--- src/rtl/mem_port_arbiter_if.sv ---
`default_nettype none
// ============================================================================
// Module      : mem_port_arbiter_if
// Description : Bundle of every handshake/bus signal around the shared memory
//               port: the instruction-fetch requester (i_*), the data
//               requester (d_*) and the single memory handshake (mem_*).
//
//               Port summary
//                 i_readM     fetch request (level)       requester -> arbiter
//                 i_address   fetch address                requester -> arbiter
//                 i_flush     discard pending fetch        requester -> arbiter
//                 i_data      fetched word                 arbiter -> requester
//                 i_ready     fetch-complete pulse         arbiter -> requester
//                 d_readM     load request (level)         requester -> arbiter
//                 d_writeM    store request (level)        requester -> arbiter
//                 d_address   data address                 requester -> arbiter
//                 d_wdata     store data                   requester -> arbiter
//                 d_rdata     load data                    arbiter -> requester
//                 d_ready     data-complete pulse          arbiter -> requester
//                 mem_readM   memory read strobe           arbiter -> memory
//                 mem_writeM  memory write strobe          arbiter -> memory
//                 mem_address memory address               arbiter -> memory
//                 mem_wdata   memory write data            arbiter -> memory
//                 mem_rdata   memory read data             memory  -> arbiter
//                 mem_ready   memory completion            memory  -> arbiter
//
//               Modport master : the arbiter's view (drives pulses and strobes)
//               Modport slave  : the environment's view (requesters + memory)
// Revision    : 1.0  initial release
// ============================================================================
interface mem_port_arbiter_if #(
   parameter int WORD_SIZE = 16,
   parameter int ADDR_SIZE = 16
);
   // instruction-fetch side
   logic                 i_readM;
   logic [ADDR_SIZE-1:0] i_address;
   logic                 i_flush;
   logic [WORD_SIZE-1:0] i_data;
   logic                 i_ready;

   // data side
   logic                 d_readM;
   logic                 d_writeM;
   logic [ADDR_SIZE-1:0] d_address;
   logic [WORD_SIZE-1:0] d_wdata;
   logic [WORD_SIZE-1:0] d_rdata;
   logic                 d_ready;

   // memory side
   logic                 mem_readM;
   logic                 mem_writeM;
   logic [ADDR_SIZE-1:0] mem_address;
   logic [WORD_SIZE-1:0] mem_wdata;
   logic [WORD_SIZE-1:0] mem_rdata;
   logic                 mem_ready;

   modport master (
      input  i_readM, i_address, i_flush,
      output i_data, i_ready,
      input  d_readM, d_writeM, d_address, d_wdata,
      output d_rdata, d_ready,
      output mem_readM, mem_writeM, mem_address, mem_wdata,
      input  mem_rdata, mem_ready
   );

   modport slave (
      output i_readM, i_address, i_flush,
      input  i_data, i_ready,
      output d_readM, d_writeM, d_address, d_wdata,
      input  d_rdata, d_ready,
      input  mem_readM, mem_writeM, mem_address, mem_wdata,
      output mem_rdata, mem_ready
   );
endinterface
`default_nettype wire

--- src/rtl/mem_port_arbiter.sv ---
`default_nettype none
// ============================================================================
// Module      : mem_port_arbiter
// Description : Shares one variable-latency memory port between the pipeline's
//               instruction-fetch path and its data path. Accesses are
//               serialized: grant, hold strobe until mem_ready, one response
//               cycle with a ready pulse, then back to idle. Data wins
//               contention unless the instruction side has been passed over
//               STARVE_LIMIT times in a row while waiting.
//
//               Ports
//                 clk      clock (single domain)
//                 reset_n  synchronous, active-low reset
//                 bus      mem_port_arbiter_if.master (fetch, data and
//                          memory handshake signals)
//
//               Every output is a flop; there is no combinational path from
//               any input to any output.
// Revision    : 1.0  initial release
// ============================================================================
module mem_port_arbiter #(
   parameter int WORD_SIZE    = 16,
   parameter int ADDR_SIZE    = 16,
   parameter int STARVE_LIMIT = 3
) (
   input wire                 clk,
   input wire                 reset_n,
   mem_port_arbiter_if.master bus
);

   // Counter width; kept at least one bit so a zero limit still elaborates.
   localparam int c_cntW = (STARVE_LIMIT < 1) ? 1 : $clog2(STARVE_LIMIT + 1);
   localparam logic [c_cntW-1:0] c_starveMax = c_cntW'(STARVE_LIMIT);

   typedef enum logic [1:0] {
      S_IDLE  = 2'd0,
      S_I_ACC = 2'd1,
      S_D_ACC = 2'd2,
      S_RESP  = 2'd3
   } state_t;

   // ---------------------------------------------------------------------
   // State and registered outputs
   // ---------------------------------------------------------------------
   state_t                r_state;
   logic [c_cntW-1:0]     r_starveCnt;
   logic                  r_discard;
   logic                  r_ownerI;      // 1: current/last access belongs to fetch
   logic                  r_memRead;
   logic                  r_memWrite;
   logic [ADDR_SIZE-1:0]  r_memAddress;
   logic [WORD_SIZE-1:0]  r_memWdata;
   logic [WORD_SIZE-1:0]  r_iData;
   logic                  r_iReady;
   logic [WORD_SIZE-1:0]  r_dRdata;
   logic                  r_dReady;

   // ---------------------------------------------------------------------
   // Next-state values
   // ---------------------------------------------------------------------
   state_t                w_stateNext;
   logic [c_cntW-1:0]     w_starveCnt;
   logic                  w_discard;
   logic                  w_ownerI;
   logic                  w_memRead;
   logic                  w_memWrite;
   logic [ADDR_SIZE-1:0]  w_memAddress;
   logic [WORD_SIZE-1:0]  w_memWdata;
   logic [WORD_SIZE-1:0]  w_iData;
   logic                  w_iReady;
   logic [WORD_SIZE-1:0]  w_dRdata;
   logic                  w_dReady;

   logic                  w_dReq;
   logic                  w_starveHit;
   logic                  w_cntSaturated;

   assign w_dReq         = bus.d_readM | bus.d_writeM;
   assign w_cntSaturated = (r_starveCnt == c_starveMax);
   // Fetch has waited long enough: the next grant must go to it.
   assign w_starveHit    = w_cntSaturated & bus.i_readM;

   // ---------------------------------------------------------------------
   // State register (all outputs are flops updated here)
   // ---------------------------------------------------------------------
   always_ff @(posedge clk) begin
      if (!reset_n) begin
         r_state      <= S_IDLE;
         r_starveCnt  <= '0;
         r_discard    <= 1'b0;
         r_ownerI     <= 1'b0;
         r_memRead    <= 1'b0;
         r_memWrite   <= 1'b0;
         r_memAddress <= '0;
         r_memWdata   <= '0;
         r_iData      <= '0;
         r_iReady     <= 1'b0;
         r_dRdata     <= '0;
         r_dReady     <= 1'b0;
      end else begin
         r_state      <= w_stateNext;
         r_starveCnt  <= w_starveCnt;
         r_discard    <= w_discard;
         r_ownerI     <= w_ownerI;
         r_memRead    <= w_memRead;
         r_memWrite   <= w_memWrite;
         r_memAddress <= w_memAddress;
         r_memWdata   <= w_memWdata;
         r_iData      <= w_iData;
         r_iReady     <= w_iReady;
         r_dRdata     <= w_dRdata;
         r_dReady     <= w_dReady;
      end
   end

   // ---------------------------------------------------------------------
   // Next-state / output logic
   // ---------------------------------------------------------------------
   always_comb begin
      // Registers hold by default; ready pulses default low.
      w_stateNext  = r_state;
      w_starveCnt  = r_starveCnt;
      w_discard    = r_discard;
      w_ownerI     = r_ownerI;
      w_memRead    = r_memRead;
      w_memWrite   = r_memWrite;
      w_memAddress = r_memAddress;
      w_memWdata   = r_memWdata;
      w_iData      = r_iData;
      w_iReady     = 1'b0;
      w_dRdata     = r_dRdata;
      w_dReady     = 1'b0;

      case (r_state)
         S_IDLE: begin
            if (w_dReq && !w_starveHit) begin
               // Data grant. A simultaneous read+write is treated as a write.
               w_stateNext  = S_D_ACC;
               w_ownerI     = 1'b0;
               w_memAddress = bus.d_address;
               w_memWdata   = bus.d_wdata;
               w_memWrite   = bus.d_writeM;
               w_memRead    = ~bus.d_writeM;
               if (!bus.i_readM) begin
                  w_starveCnt = '0;
               end else if (!w_cntSaturated) begin
                  w_starveCnt = r_starveCnt + 1'b1;
               end
            end else if (bus.i_readM && !bus.i_flush) begin
               // Reached only when there is no data request or the fetch
               // is starving.
               w_stateNext  = S_I_ACC;
               w_ownerI     = 1'b1;
               w_discard    = 1'b0;
               w_memAddress = bus.i_address;
               w_memRead    = 1'b1;
               w_memWrite   = 1'b0;
               w_starveCnt  = '0;
            end else if (!bus.i_readM) begin
               w_starveCnt = '0;
            end
         end

         S_I_ACC: begin
            // Memory cannot be aborted: a flush only suppresses the pulse.
            if (bus.i_flush) begin
               w_discard = 1'b1;
            end
            if (bus.mem_ready) begin
               w_stateNext = S_RESP;
               w_memRead   = 1'b0;
               w_memWrite  = 1'b0;
               w_iData     = bus.mem_rdata;
               w_iReady    = ~(r_discard | bus.i_flush);
            end
         end

         S_D_ACC: begin
            if (bus.mem_ready) begin
               w_stateNext = S_RESP;
               w_memRead   = 1'b0;
               w_memWrite  = 1'b0;
               w_dRdata    = bus.mem_rdata;
               w_dReady    = 1'b1;
            end
         end

         S_RESP: begin
            // The ready pulse is already on its flop during this cycle, so a
            // flush arriving now has nothing left to suppress; the discard
            // flag would be cleared on the way back to idle regardless.
            w_stateNext = S_IDLE;
            w_discard   = 1'b0;
         end

         default: begin
            w_stateNext = S_IDLE;
            w_memRead   = 1'b0;
            w_memWrite  = 1'b0;
            w_discard   = 1'b0;
         end
      endcase
   end

   // ---------------------------------------------------------------------
   // Output mapping
   // ---------------------------------------------------------------------
   assign bus.i_data      = r_iData;
   assign bus.i_ready     = r_iReady;
   assign bus.d_rdata     = r_dRdata;
   assign bus.d_ready     = r_dReady;
   assign bus.mem_readM   = r_memRead;
   assign bus.mem_writeM  = r_memWrite;
   assign bus.mem_address = r_memAddress;
   assign bus.mem_wdata   = r_memWdata;

endmodule
`default_nettype wire

--- src/flat_wrapper.sv ---
// flat-port wrapper written by rule: the top's interface ports become plain ports
module mem_port_arbiter_flat 
#(
   parameter int WORD_SIZE    = 16,
   parameter int ADDR_SIZE    = 16,
   parameter int STARVE_LIMIT = 3
)
  (clk, reset_n, bus_i_readM, bus_i_address, bus_i_flush, bus_i_data, bus_i_ready, bus_d_readM, bus_d_writeM, bus_d_address, bus_d_wdata, bus_d_rdata, bus_d_ready, bus_mem_readM, bus_mem_writeM, bus_mem_address, bus_mem_wdata, bus_mem_rdata, bus_mem_ready);
  mem_port_arbiter_if #(.WORD_SIZE(WORD_SIZE), .ADDR_SIZE(ADDR_SIZE)) bus_i ();
  input wire clk;
  input wire reset_n;
  input wire logic [$bits(bus_i.i_readM)-1:0] bus_i_readM;
  input wire logic [$bits(bus_i.i_address)-1:0] bus_i_address;
  input wire logic [$bits(bus_i.i_flush)-1:0] bus_i_flush;
  output wire logic [$bits(bus_i.i_data)-1:0] bus_i_data;
  output wire logic [$bits(bus_i.i_ready)-1:0] bus_i_ready;
  input wire logic [$bits(bus_i.d_readM)-1:0] bus_d_readM;
  input wire logic [$bits(bus_i.d_writeM)-1:0] bus_d_writeM;
  input wire logic [$bits(bus_i.d_address)-1:0] bus_d_address;
  input wire logic [$bits(bus_i.d_wdata)-1:0] bus_d_wdata;
  output wire logic [$bits(bus_i.d_rdata)-1:0] bus_d_rdata;
  output wire logic [$bits(bus_i.d_ready)-1:0] bus_d_ready;
  output wire logic [$bits(bus_i.mem_readM)-1:0] bus_mem_readM;
  output wire logic [$bits(bus_i.mem_writeM)-1:0] bus_mem_writeM;
  output wire logic [$bits(bus_i.mem_address)-1:0] bus_mem_address;
  output wire logic [$bits(bus_i.mem_wdata)-1:0] bus_mem_wdata;
  input wire logic [$bits(bus_i.mem_rdata)-1:0] bus_mem_rdata;
  input wire logic [$bits(bus_i.mem_ready)-1:0] bus_mem_ready;
  assign bus_i.i_readM = bus_i_readM;
  assign bus_i.i_address = bus_i_address;
  assign bus_i.i_flush = bus_i_flush;
  assign bus_i_data = bus_i.i_data;
  assign bus_i_ready = bus_i.i_ready;
  assign bus_i.d_readM = bus_d_readM;
  assign bus_i.d_writeM = bus_d_writeM;
  assign bus_i.d_address = bus_d_address;
  assign bus_i.d_wdata = bus_d_wdata;
  assign bus_d_rdata = bus_i.d_rdata;
  assign bus_d_ready = bus_i.d_ready;
  assign bus_mem_readM = bus_i.mem_readM;
  assign bus_mem_writeM = bus_i.mem_writeM;
  assign bus_mem_address = bus_i.mem_address;
  assign bus_mem_wdata = bus_i.mem_wdata;
  assign bus_i.mem_rdata = bus_mem_rdata;
  assign bus_i.mem_ready = bus_mem_ready;
  mem_port_arbiter #(.WORD_SIZE(WORD_SIZE), .ADDR_SIZE(ADDR_SIZE), .STARVE_LIMIT(STARVE_LIMIT)) u_core (.clk(clk), .reset_n(reset_n), .bus(bus_i));
endmodule
--- config.mk ---
export PLATFORM = sky130hd
export DESIGN_NAME = mem_port_arbiter_flat
export DESIGN_NICKNAME = d
export VERILOG_FILES = /design/src/rtl/mem_port_arbiter_if.sv /design/src/rtl/mem_port_arbiter.sv /design/src/flat_wrapper.sv
export SDC_FILE = /design/constraint.sdc
export NUM_CORES = 1
export LEC_CHECK = 0
export ABC_AREA = 1
export CORE_ASPECT_RATIO = 1.25
export CORE_MARGIN = 2
export CORE_UTILIZATION = 55
export CTS_CLUSTER_SIZE = 10
export DETAILED_ROUTE_END_ITERATION = 16
export DONT_BUFFER_PORTS = 1
export HOLD_SLACK_MARGIN = 0.03
export PLACE_DENSITY = 0.78
export SKIP_LAST_GASP = 1
export SLEW_MARGIN = 30
export SYNTH_ARGS = -nofsm -noshare
export SYNTH_HDL_FRONTEND = slang
export SYNTH_SLANG_ARGS = --single-unit
--- constraint.sdc ---
create_clock -name clk -period 4.05 [get_ports clk]
set_input_delay 0.405 -clock clk [delete_from_list [all_inputs] [get_ports clk]]
set_output_delay 0.405 -clock clk [all_outputs]
set_load 0.05 [all_outputs]
==> impl_metrics.py <==
metrics = {
    "run_status": {
        "status": "finished, final reports clean",
    },
    "route": {
        "ant_nets": 0,
        "dr.pass1.iters": 4,
        "wl_met3_um": 502,
        "drc_errors": 0,
        "vias": 2565,
        "wl_met2_um": 3265,
        "wl_met1_um": 2699,
        "drtIter0Drc": 153,
        "avgRoutedWirePerCell_um": 13.77,
        "viasPerCell": 5.366,
        "dr.max_layer_used": "met4",
        "routed_wl_um": 6581,
    },
    "synthesis": {
        "syn-num-nets": 494,
        "syn_avg_cell_area_um2": 7.213,
        "yosys_warnings": 0,
        "syn_area_mm2": 0.003008,
        "synth_cells": 417,
        "yosysUniqueCellTypes": 23,
        "ys_ff_latch": 73,
        "ys_seq_area_share_pct": 48.59,
    },
    "clock_tree": {
        "cts_tree": "yes",
        "cts_buffers": 9,
        "clockBufferDepth": 2,
        "cts_setup_buffers": 0,
        "htree_levels": 3,
        "cts.sinks": 73,
        "clk_pin_slew_ns": 0.08,
        "cts_root_buffer": "clkbuf_8",
        "post_cts_resized": 0,
        "insertion_delay_ns": 0.34,
        "cts-hold-fix-buffers": 0,
    },
    "die": {
        "core_mm2": 0.005368,
        "start_util_pct": 56.04,
        "die_h_um": 86.68,
        "die_area_mm2": 0.006080,
        "io_pins": 139,
        "rows": 30,
        "die_w_um": 70.15,
    },
    "grt": {
        "grt_pass1_wl_um": 10540,
        "antenna_found_initial": 0,
        "grt_max_degree": 72,
        "overflow": 0,
        "grt_usage_pct": 21.87,
        "grt_pass1_vias": 2313,
    },
    "power": {
        "power_uw": 3094,
        "p_sw_share_pct": 50.47,
        "pwr-share-seq_pct": 57.6,
        "clkPwrFrac_pct": 20.5,
        "netSwitchingPower_uw": 1562,
        "power_frac_comb_pct": 21.9,
        "power.internal_uw": 1533,
        "power_leakage_uw": 0.001445,
        "power.density_mw_per_mm2": 964.5,
        "peakVddDrop_v": 0.0004623,
    },
    "hold_path": {
        "worstHoldPathType": "in2reg",
    },
    "placed_design": {
        "dpl.hpwl_um": 4566,
        "io_buffer_count": 0,
        "gp_congestion": 0.7551,
        "dp_slack_ns": 2.175,
    },
    "sta": {
        "period_share_pct": 46.32,
        "rsz0062_at_grt": "false",
        "tns_ns": 0,
        "fmax_ghz": 0.5330,
        "slew_viol_final": 0,
        "fin_crit_ns": 1.876,
        "slew_headroom_pct": 45.09,
        "tightestPinTransition_ns": 0.8235,
        "finClkSkew_ns": 0.009043,
        "hold_violations": 0,
        "finalWorstSetupSlack_ns": 2.174,
        "finalSetupViolCount": 0,
    },
    "cells_and_area": {
        "fin_nets": 486,
        "mostFrequentLayoutCells": "nor2_1, nand2_1, dfxtp_1",
        "layout-drive-gt1-share_pct": 6.522,
        "area_delta_synth_final_pct": 6.656,
        "final_common_cell": "nor2_1",
        "diodes": 0,
    },
    "worst_setup_path": {
        "worst-path-max-fanout": 18,
        "crit_buf_inv": 2,
        "cpPeakStageDelay_ns": 0.42,
        "crit_path_end_kind": "register",
        "r2r_setup_slack_ns": 2.17,
        "path_cells": "inv_1 -> ha_1 -> nand2_1 -> inv_1 -> nor2_1 -> nor2_1",
        "cp_slowest_cell": "nand2_1",
        "worstPathRequired_ns": 4.28,
        "cpLargestDelayFamily": "simple AND/OR/NAND/NOR gates",
        "crit_type": "reg2reg",
        "arrival_ns": 2.11,
        "cp-start-kind": "register",
    },
    "run": {
        "maxCapViolCount": 0,
    },
}
## through the flow
stage / area, um^2 / std cells / util [%] / hold WS (ns)
3_5_place_dp: 2980 / 462 / 55.52 / 0.4194
4_1_cts: 3208 / 478 / 59.77 / 0.1260
2_1_floorplan: 3008 / 417 / - / 0.3987
6_report: 3208 / 478 / 59.77 / 0.1396
5_1_grt: 3208 / 478 / 59.77 / 0.1340
3_3_place_gp: 2980 / 462 / 55.52 / 0.4115
## worst reg2reg max path: stages (launching register included)
cell     delay, ns
dfxtp_1       0.36
inv_1         0.10
ha_1          0.23
nand2_1       0.42
inv_1         0.41
nor2_1        0.19
nor2_1        0.07
## registers in the layout, summed over array words and instances, names as in the netlist
name	count
u_core.bus.d_rdata	16
u_core.bus.i_data	16
u_core.bus.mem_address	16
u_core.bus.mem_wdata	16
u_core.r_starveCnt	2
u_core.r_state	2
u_core.bus.d_ready	1
u_core.bus.i_ready	1
u_core.bus.mem_readM	1
u_core.bus.mem_writeM	1
u_core.r_discard	1
## area by class of cell
type | instances | area [um^2]
fillers | 501 | 2160
flip-flops and latches | 73 | 1461
multi-input cells | 305 | 1364
clock buffers | 10 | 137.6
clock inverters | 6 | 90.09
well taps | 64 | 80.08
inverters | 20 | 75.07
## worst paths after layout
path                            depth (start not counted)               from                   end
worst max-delay path                                    6  u_core.r_state[1]  u_core.bus.i_data[3]
worst min-delay path                                    1        bus_i_flush    u_core.bus.i_ready
worst max register to register                          6  u_core.r_state[1]  u_core.bus.i_data[3]
worst min register to register                          1   u_core.r_discard    u_core.bus.i_ready
## logic make-up (layout without fill, tap and decap cells)
group	count (synthesis)	after routing	share of synthesized area, %
buffers and inverters	39	36	6.073
adders and majority gates	6	6	2.496
DFF	73	73	48.59
AOI/OAI and AO/OA	71	71	12.31
and+or+nand+nor	228	228	30.53
## cell usage after synthesis
library cell	number	area (um^2)
o21ai_0	56	280.3
o21ai_4	1	16.27
nor4_1	1	6.260
o21ai_2	1	8.760
nand2_1	74	277.8
nor2_2	1	6.260
inv_1	18	67.56
nor2_1	138	518.0
nand4_1	3	18.77
nor2_4	1	11.26
a21oi_1	2	10.01
nand3_1	5	25.02
buf_6	4	45.04
or2_2	1	6.260
o21ai_1	11	55.05
dfxtp_1	73	1461
nand2_2	1	6.260
ha_1	6	75.07
nor2_8	1	20.02
nand2_4	2	22.52
buf_2	5	25.02
inv_2	2	7.510
clkbuf_1	10	37.54
## power by group through the flow
stage	clock (uW)	sequential [uW]	combinational (uW)
final	634	1780	676
after global routing	673	1810	800
after CTS	646	1790	685
after detailed placement	0	1800	680
after global placement	0	1800	659
after floorplan	0	1760	603
## routing by layer
metal,GRT usage (%),vias up
met5,0,-
met4,11.19,0
met3,7.093,10
met2,38.18,102
met1,23.73,1157
li1,-,1296
Note: power is estimated with default switching activity, not from simulation.
